`src/rtl/spike_pushback_fifo_if.sv`:
```
// Valid/ready pop port of the spike pushback FIFO. The FIFO drives it through
// the master modport and the host-side event reader through the slave modport.
interface spike_pushback_fifo_if #(
    parameter int AW     = 8,
    parameter int TICK_W = 8
);
    logic              pop_valid_o;
    logic              pop_ready_i;
    logic [AW-1:0]     pop_addr_o;
    logic [TICK_W-1:0] pop_tick_o;

    modport master (
        output pop_valid_o,
        output pop_addr_o,
        output pop_tick_o,
        input  pop_ready_i
    );

    modport slave (
        input  pop_valid_o,
        input  pop_addr_o,
        input  pop_tick_o,
        output pop_ready_i
    );
endinterface

```
`src/rtl/spike_pushback_fifo.sv`:
```
// Buffers tinyODIN output-layer spikes for the host. Inference ends on a spike
// count target or a tick timeout, and the done flag waits until the FIFO drains.
module spike_pushback_fifo #(
    parameter  int N      = 256,
    parameter  int DEPTH  = 16,
    parameter  int TICK_W = 8,
    localparam int AW     = $clog2(N),
    localparam int CW     = $clog2(DEPTH + 1)
) (
    input  logic                   clk_i,
    input  logic                   rst_i,
    input  logic                   start_i,
    input  logic                   spike_i,
    input  logic [AW-1:0]          count_i,
    input  logic [TICK_W-1:0]      tick_i,
    input  logic [AW-1:0]          out_base_i,
    input  logic [7:0]             spike_target_i,
    spike_pushback_fifo_if.master  pop_if,
    output logic [CW-1:0]          fifo_count_o,
    output logic                   overflow_o,
    output logic                   inference_done_o,
    output logic [1:0]             done_cause_o
);
    localparam int PW = $clog2(DEPTH);

    localparam logic [1:0] S_IDLE  = 2'd0;
    localparam logic [1:0] S_RUN   = 2'd1;
    localparam logic [1:0] S_DRAIN = 2'd2;
    localparam logic [1:0] S_DONE  = 2'd3;

    logic [1:0]    state_q,    state_d;
    logic [PW-1:0] wr_ptr_q,   wr_ptr_d;
    logic [PW-1:0] rd_ptr_q,   rd_ptr_d;
    logic [CW-1:0] cnt_q,      cnt_d;
    logic [7:0]    spk_cnt_q,  spk_cnt_d;
    logic          overflow_q, overflow_d;
    logic [1:0]    cause_q,    cause_d;
    logic          done_q,     done_d;

    logic [AW-1:0]     addr_mem_q [DEPTH];
    logic [TICK_W-1:0] tick_mem_q [DEPTH];

    logic       pop_valid;
    logic       full;
    logic       out_spike;
    logic       pop;
    logic       push;
    logic [7:0] spk_inc;
    logic       target_hit;
    logic       timeout_hit;

    assign pop_valid = (cnt_q != '0);
    assign full      = (cnt_q == CW'(DEPTH));

    // start_i wins over everything in its cycle: the spike and the pop are both lost.
    assign out_spike   = (state_q == S_RUN) && spike_i && (count_i >= out_base_i) && !start_i;
    assign pop         = pop_valid && pop_if.pop_ready_i && !start_i;
    assign push        = out_spike && (!full || pop);
    assign spk_inc     = (spk_cnt_q == 8'hFF) ? 8'hFF : spk_cnt_q + 8'd1;
    assign target_hit  = out_spike && (spike_target_i != 8'd0) && (spk_inc == spike_target_i);
    assign timeout_hit = (state_q == S_RUN) && (tick_i == TICK_W'(1));

    always_comb begin
        state_d    = state_q;
        wr_ptr_d   = wr_ptr_q;
        rd_ptr_d   = rd_ptr_q;
        cnt_d      = cnt_q;
        spk_cnt_d  = spk_cnt_q;
        overflow_d = overflow_q;
        cause_d    = cause_q;

        if (start_i) begin
            state_d    = S_RUN;
            wr_ptr_d   = '0;
            rd_ptr_d   = '0;
            cnt_d      = '0;
            spk_cnt_d  = 8'd0;
            overflow_d = 1'b0;
            cause_d    = 2'b00;
        end else begin
            if (push) wr_ptr_d = wr_ptr_q + PW'(1);
            if (pop)  rd_ptr_d = rd_ptr_q + PW'(1);
            case ({push, pop})
                2'b10:   cnt_d = cnt_q + CW'(1);
                2'b01:   cnt_d = cnt_q - CW'(1);
                default: cnt_d = cnt_q;
            endcase
            if (out_spike)          spk_cnt_d  = spk_inc;
            if (out_spike && !push) overflow_d = 1'b1;

            case (state_q)
                S_RUN: begin
                    if (target_hit || timeout_hit) begin
                        state_d = S_DRAIN;
                        cause_d = {timeout_hit, target_hit};
                    end
                end
                S_DRAIN: if (cnt_q == '0) state_d = S_DONE;
                default: state_d = state_q;
            endcase
        end

        done_d = (state_d == S_DONE);
    end

    always_ff @(posedge clk_i or posedge rst_i) begin
        if (rst_i) begin
            state_q    <= S_IDLE;
            wr_ptr_q   <= '0;
            rd_ptr_q   <= '0;
            cnt_q      <= '0;
            spk_cnt_q  <= 8'd0;
            overflow_q <= 1'b0;
            cause_q    <= 2'b00;
            done_q     <= 1'b0;
        end else begin
            // NOTE: non-blocking assignments so every flop samples pre-edge values.
            state_q    <= state_d;
            wr_ptr_q   <= wr_ptr_d;
            rd_ptr_q   <= rd_ptr_d;
            cnt_q      <= cnt_d;
            spk_cnt_q  <= spk_cnt_d;
            overflow_q <= overflow_d;
            cause_q    <= cause_d;
            done_q     <= done_d;
        end
    end

    // NOTE: storage is not reset; the head outputs are masked while empty instead.
    always_ff @(posedge clk_i) begin
        if (push) begin
            addr_mem_q[wr_ptr_q] <= count_i;
            tick_mem_q[wr_ptr_q] <= tick_i;
        end
    end

    assign pop_if.pop_valid_o = pop_valid;
    assign pop_if.pop_addr_o  = pop_valid ? addr_mem_q[rd_ptr_q] : '0;
    assign pop_if.pop_tick_o  = pop_valid ? tick_mem_q[rd_ptr_q] : '0;
    assign fifo_count_o       = cnt_q;
    assign overflow_o         = overflow_q;
    assign inference_done_o   = done_q;
    assign done_cause_o       = cause_q;
endmodule

```
`src/flat_wrapper.sv`:
```
// flat-port wrapper written by rule: the top's interface ports become plain ports
module spike_pushback_fifo_flat 
#(
    parameter  int N      = 256,
    parameter  int DEPTH  = 16,
    parameter  int TICK_W = 8,
    localparam int AW     = $clog2(N),
    localparam int CW     = $clog2(DEPTH + 1)
)
  (clk_i, rst_i, start_i, spike_i, count_i, tick_i, out_base_i, spike_target_i, fifo_count_o, overflow_o, inference_done_o, done_cause_o, pop_if_pop_valid_o, pop_if_pop_addr_o, pop_if_pop_tick_o, pop_if_pop_ready_i);
  spike_pushback_fifo_if #(.AW(8), .TICK_W(TICK_W)) pop_if_i ();
  input  logic clk_i;
  input  logic rst_i;
  input  logic start_i;
  input  logic spike_i;
  input  logic [AW-1:0] count_i;
  input  logic [TICK_W-1:0] tick_i;
  input  logic [AW-1:0] out_base_i;
  input  logic [7:0] spike_target_i;
  output logic [CW-1:0] fifo_count_o;
  output logic overflow_o;
  output logic inference_done_o;
  output logic [1:0] done_cause_o;
  output wire logic [$bits(pop_if_i.pop_valid_o)-1:0] pop_if_pop_valid_o;
  output wire logic [$bits(pop_if_i.pop_addr_o)-1:0] pop_if_pop_addr_o;
  output wire logic [$bits(pop_if_i.pop_tick_o)-1:0] pop_if_pop_tick_o;
  input wire logic [$bits(pop_if_i.pop_ready_i)-1:0] pop_if_pop_ready_i;
  assign pop_if_pop_valid_o = pop_if_i.pop_valid_o;
  assign pop_if_pop_addr_o = pop_if_i.pop_addr_o;
  assign pop_if_pop_tick_o = pop_if_i.pop_tick_o;
  assign pop_if_i.pop_ready_i = pop_if_pop_ready_i;
  spike_pushback_fifo #(.N(N), .DEPTH(DEPTH), .TICK_W(TICK_W)) u_core (.clk_i(clk_i), .rst_i(rst_i), .start_i(start_i), .spike_i(spike_i), .count_i(count_i), .tick_i(tick_i), .out_base_i(out_base_i), .spike_target_i(spike_target_i), .pop_if(pop_if_i), .fifo_count_o(fifo_count_o), .overflow_o(overflow_o), .inference_done_o(inference_done_o), .done_cause_o(done_cause_o));
endmodule
```
`config.mk`:
```
export PLATFORM = sky130hd
export DESIGN_NAME = spike_pushback_fifo_flat
export DESIGN_NICKNAME = d
export VERILOG_FILES = /design/src/rtl/spike_pushback_fifo_if.sv /design/src/rtl/spike_pushback_fifo.sv /design/src/flat_wrapper.sv
export SDC_FILE = /design/constraint.sdc
export NUM_CORES = 1
export LEC_CHECK = 0
export CAP_MARGIN = 15
export CORE_AREA = 2 2 162 124
export DETAILED_ROUTE_END_ITERATION = 6
export DIE_AREA = 0 0 164 126
export GPL_ROUTABILITY_DRIVEN = 0
export PLACE_DENSITY_LB_ADDON = 0.12
export SLEW_MARGIN = 25
export SYNTH_ARGS = -nofsm -noshare
export SYNTH_HDL_FRONTEND = slang
export SYNTH_SLANG_ARGS = --single-unit
```
`constraint.sdc`:
```
create_clock -name clk_i -period 6.8 [get_ports clk_i]
set_input_delay 1.36 -clock clk_i [delete_from_list [all_inputs] [get_ports clk_i]]
set_output_delay 1.36 -clock clk_i [all_outputs]
set_load 0.02 [all_outputs]
```
======== After elaboration in Yosys (flattened, before gate mapping) ========
Memory sizes are Yosys's and may differ from the RTL's.
Index checks and enable logic that the tools add are counted.
storage, ports and cells
  register bits after elaboration ......... 27
  bits in writable memories ............... 256
  input port bits ......................... 37
  output and inout bits ................... 26
  logic and storage cells ................. 73
  memories ................................ 2
memories
  memory             words  bits a word  read ports  clocked after memory_dff  wr ports  line                       source
  u_core.addr_mem_q  16     8            1           0                         1         spike_pushback_fifo.sv:40  logic [AW-1:0] addr_mem_q [DEPTH];
  u_core.tick_mem_q  16     8            1           0                         1         spike_pushback_fifo.sv:41  logic [TICK_W-1:0] tick_mem_q [DEPTH];
operators by class
  add/subtract/negate cells ............... 5
  $lt $le $gt $ge ......................... 1
  equality and inequality tests ........... 9
  mux-type cells .......................... 22
  reductions and logical operators ........ 26
operator list
  operator               number
  $mux W8                5
  $mux W4                4
  $mux W2                6
  $reduce_bool A2 Y1     6
  $logic_and A1 B1 Y1    10
  $pmux W5 S2            1
  $add A4 B1 Y4 const B  2
  $add A8 B1 Y8 const B  1
  $eq A8 B1 Y1 const B   1
  $eq A8 B8 Y1           1
  $eq A8 B8 Y1 const B   1
  $ge A8 B8 Y1           1
  $reduce_bool A8 Y1     1
  $eq A2 B2 Y1 const B   3
  $add A5 B1 Y5 const B  1
  $eq A5 B5 Y1 const B   1
  $logic_not A5 Y1       1
  $mux W5                1
  $reduce_bool A5 Y1     1
  $sub A5 B1 Y5 const B  1
  $eq A2 B1 Y1 const B   2
  $mux W1                4
  $pmux W2 S2            1
  $logic_not A1 Y1       3
  3 further kinds        4

======== Logic depth before layout (Yosys ltp) ========
  depth in word-level cells ............... 11
  mapped depth ............................ 14
  gate-level depth less buffers ........... 14

======== Worst setup path before layout ========
OpenSTA, ideal clock, no wires.
  kind .................................... input to register
  start point ............................. input port out_base_i[5]
  end point ............................... memory u_core.addr_mem_q[0][0] (enable)
  library setup time ...................... 0.409 ns
  arrival ................................. 3.975 ns
  data required time ...................... 6.391 ns
  slack ................................... 2.416 ns
  stages .................................. 8
  buffers on the path ..................... 0
  cells stage by stage .................... inv_1 -> ha_1 -> nand4_1 -> nor3_1 -> a22oi_4 -> nor2_1 -> nand3b_1 -> nor3_1
on the way
  longest elaborated chain between the ends .. 6
RTL lines
  what                               line                        source
  start, declared                    flat_wrapper.sv:18          input logic [AW-1:0] out_base_i;
  $ge A8 B8 Y1                       spike_pushback_fifo.sv:56   assign out_spike = (state_q == S_RUN) && spike_i && (count_i >= out_base_i) && !start_i;
  $logic_and A1 B1 Y1 (2 in series)  spike_pushback_fifo.sv:56
  $logic_and A1 B1 Y1                spike_pushback_fifo.sv:58   assign push = out_spike && (!full || pop);
  $mux W1                            spike_pushback_fifo.sv:131  if (push) begin
  $mux W1 (not written as such)      spike_pushback_fifo.sv:132  addr_mem_q[wr_ptr_q] <= count_i;
  end, declared                      spike_pushback_fifo.sv:40
No other way between the ends.

======== Worst setup path after layout ========
  start point ............................. input port count_i[3]
  end point ............................... memory u_core.tick_mem_q[3][7] (enable)
on the way
  longest elaborated chain between the ends .. 6
RTL lines
  what                               line                        source
  start, declared                    flat_wrapper.sv:16          input logic [AW-1:0] count_i;
  $ge A8 B8 Y1                       spike_pushback_fifo.sv:56
  $logic_and A1 B1 Y1 (2 in series)  spike_pushback_fifo.sv:56
  $logic_and A1 B1 Y1                spike_pushback_fifo.sv:58
  $mux W1                            spike_pushback_fifo.sv:131
  $mux W1 (not written as such)      spike_pushback_fifo.sv:133  tick_mem_q[wr_ptr_q] <= tick_i;
  end, declared                      spike_pushback_fifo.sv:41
No other way between the ends.

==> results.json <==
{
  "timing.final.max_slew_violations": 0,
  "die_h_um": 126,
  "drive_above_1_share_pct": 14.02,
  "drt_iter0_markers": 886,
  "worst_pin_slew_ps": 1011,
  "rsz0062_at_grt": "false",
  "p_per_area_nw_per_um2": 316.2,
  "io_pins": 63,
  "synth_async_sr_flop_share_pct": 9.541,
  "end_kind": "flop",
  "maxCapViolations": 0,
  "finalSetupViolations": 0,
  "netSwitchingFraction_pct": 27.11,
  "insertion_delay_ps": 540,
  "ys_types": 59,
  "path_clk_slew_ps": 60,
  "dpl_cell_area_um2": 13060,
  "cts_buffer_depth": 3,
  "area_growth_pct": 16.06,
  "fp.coreArea_um2": 19100,
  "wl_per_cell_um": 25.16,
  "p_comb_share_pct": 21.9,
  "htree_levels": 1,
  "hold_slack_ps": 530.4,
  "cp.required_ps": 7030,
  "syn-num-nets": 826,
  "io_buffers": 62,
  "cts_resized": 0,
  "grt_overflow": 0,
  "synthAdderAreaFrac_pct": 2.244,
  "n_fill_cell": 1144,
  "drt_drc_violations_left": 0,
  "power.internal_uw": 3221,
  "vias_per_cell": 6.386,
  "numCtsBuffers": 28,
  "critPathMaxFanout": 17,
  "fin_area_um2": 13980,
  "synthMuxAreaShare_pct": 11.48,
  "wl_mm": 28.26,
  "yosysWarnings": 0,
  "cts_root_buf": "clkbuf_16",
  "die-area_um2": 20660,
  "cp.arrival_ps": 5220,
  "power_frac_seq_pct": 44.6,
  "start_kind": "input port",
  "grt_start_max_net_pins": 52,
  "initial_core_util_pct": 63.03,
  "period_needed_ps": 4991,
  "netlist_area_um2": 12040,
  "n_antenna_cell": 0,
  "switchingPower_uw": 1198,
  "synth_area_leaders": "edfxtp_1 (64%), mux4_2 (6.0%), dfrtp_1 (5.6%)",
  "nets": 910,
  "hold_viol_final": 0,
  "synth_compound_area_share_pct": 6.754,
  "synth-edff-count": 256,
  "crit_type": "in -> reg",
  "grt_antenna_before_repair": 0,
  "clock_skew_ps": 12.01,
  "synth_flop_cell": "edfxtp_1",
  "rows": 44,
  "die_x_um": 164,
  "grt_pass1_wl_mm": 42.78,
  "final_util_pct": 73.16,
  "cts_setup_buffers": 0,
  "postSynthCellCount": 768,
  "ys_ff_latch": 283,
  "clkPwrFrac_pct": 33.6,
  "clock_sinks": 283,
  "setup_tns_ps": 0,
  "synth_area_leader_cell": "edfxtp_1",
  "rrSetupSlack_ps": 2960,
  "drtPass1Iterations": 5,
  "synth_top_family_by_area": "multiplexers",
  "grt_usage_pct": 28.03,
  "fin_crit_sh_pct": 73.40,
  "ant_nets": 0,
  "irDropWorstVdd_mv": 0.2926,
  "yosysTopAreaCellShare_pct": 63.84,
  "fmax_mhz": 200.3,
  "grt_pass1_vias": 7171,
  "yosys.area_share.simple_pct": 6.983,
  "ys_seq_area_share_pct": 69.45,
  "slew_headroom_pct": 32.23,
  "vias": 7172,
  "dp_hpwl_mm": 17.16,
  "syn-mean-instance-area_um2": 15.68,
  "synth-xor-area-share_pct": 0.9456,
  "cts_tree": "built",
  "leakage_uw": 0.004657,
  "status": "completed",
  "hold_path_class": "reg -> reg",
  "hold_buffers": 0
}
[registers in the layout, summed over array words and instances (netlist names)]
signal,cells
u_core.addr_mem_q,128
u_core.tick_mem_q,128
u_core.done_cause_o,2
u_core.spk_cnt_q,8
u_core.rd_ptr_q,4
u_core.overflow_o,1
u_core.wr_ptr_q,4
u_core.fifo_count_o,5
u_core.state_q,2
u_core.inference_done_o,1
[layout by cell type, fill, tap and decap left out, types with 18 or more instances in the layout]
master,instances
edfxtp_1,256
nor2_1,90
mux2i_1,65
clkdlybuf4s50_1,62
o21ai_0,33
mux4_2,32
buf_4,30
clkbuf_16,29
dfrtp_1,26
nor3_1,24
ha_1,20
inv_1,18
o221ai_1,18
[kinds of logic (layout without fill, tap and decap cells)]
| kind of cell | count (synthesis) | in the layout |
|---|---|---|
| compound gates | 118 | 118 |
| xor+xnor | 13 | 13 |
| buf+inv | 59 | 161 |
| simple gates | 176 | 176 |
| flops | 283 | 283 |
| mux | 98 | 98 |
| fa+ha+maj | 21 | 21 |
[synthesized netlist by cell type (all sizes together) (4+ instances only)]
cell	n
mux2i	65
nor4	4
nor2b	4
nand2	15
o21ai	38
nand2b	8
inv	19
o221ai	18
clkbuf	24
xor2	8
nand4	4
dfrtp	27
mux4	32
buf	16
edfxtp	256
nand3	4
a21boi	17
nor3	28
nand3b	5
xnor2	5
ha	20
nor2	90
a21oi	18
a31oi	5
[power groups by stage]
stage / sequential [uW] / clock, uW / combinational [uW]
global placement: 2050 / 0 / 894
finish: 1970 / 1480 / 966
CTS: 2020 / 1500 / 912
detailed placement: 2060 / 0 / 906
floorplan: 1980 / 0 / 628
global route: 1970 / 1570 / 1030
[metrics by stage]
| step | power [uW] | setup slack, ps | cells |
|---|---|---|---|
| floorplan | 2607 | 2416 | 768 |
| global placement | 2948 | 1420 | 1074 |
| detailed placement | 2961 | 1286 | 1074 |
| CTS | 4428 | 1740 | 1122 |
| global route | 4572 | 1503 | 1123 |
| finish | 4419 | 1809 | 1123 |
[metal layers]
layer  global-route usage [%]  wire length (um)  up-vias
met5                        0                 0        -
met4                    6.398               453        0
met3                    5.830              2599       40
met2                    43.62             13350      393
met1                    41.73             11860     3600
li1                         -                 -     3139
[path summary, 6_finish.rpt]
path                                                          from                                 end  cells past startpoint
worst min-delay path            u_core.done_cause_o[1]$_DFFE_PP0P_  u_core.done_cause_o[1]$_DFFE_PP0P_                      2
min in group asynchronous                                    rst_i  u_core.fifo_count_o[1]$_DFFE_PP0P_                      2
worst max register to register         u_core.state_q[1]$_DFF_PP0_   u_core.tick_mem_q[3][7]$_DFFE_PP_                      9
worst min register to register  u_core.done_cause_o[1]$_DFFE_PP0P_  u_core.done_cause_o[1]$_DFFE_PP0P_                      2
worst max-delay path                                    count_i[3]   u_core.tick_mem_q[3][7]$_DFFE_PP_                      9
max in group asynchronous                                    rst_i      u_core.rd_ptr_q[0]$_DFFE_PP0P_                      2
[worst max-delay path: stages]
cell and delay [ps]:
clkdlybuf4s50_1 780, ha_1 490, nor2_1 50, nor3_1 360, a22oi_4 230, nor2_1 480
nand3b_1 270, nor3_2 820, buf_4 360
[layout make-up]
type,count,area (um^2),area share [%]
clock inverters,14,123.9,0.8863
clock buffers,34,754.5,5.398
repair buffers,94,893.4,6.392
multi-input cells,426,3450,24.68
flip-flops and latches,283,8367,59.87
well taps,253,316.6,2.265
inverters,19,71.32,0.5103
Note: power is estimated with default switching activity, not from simulation.
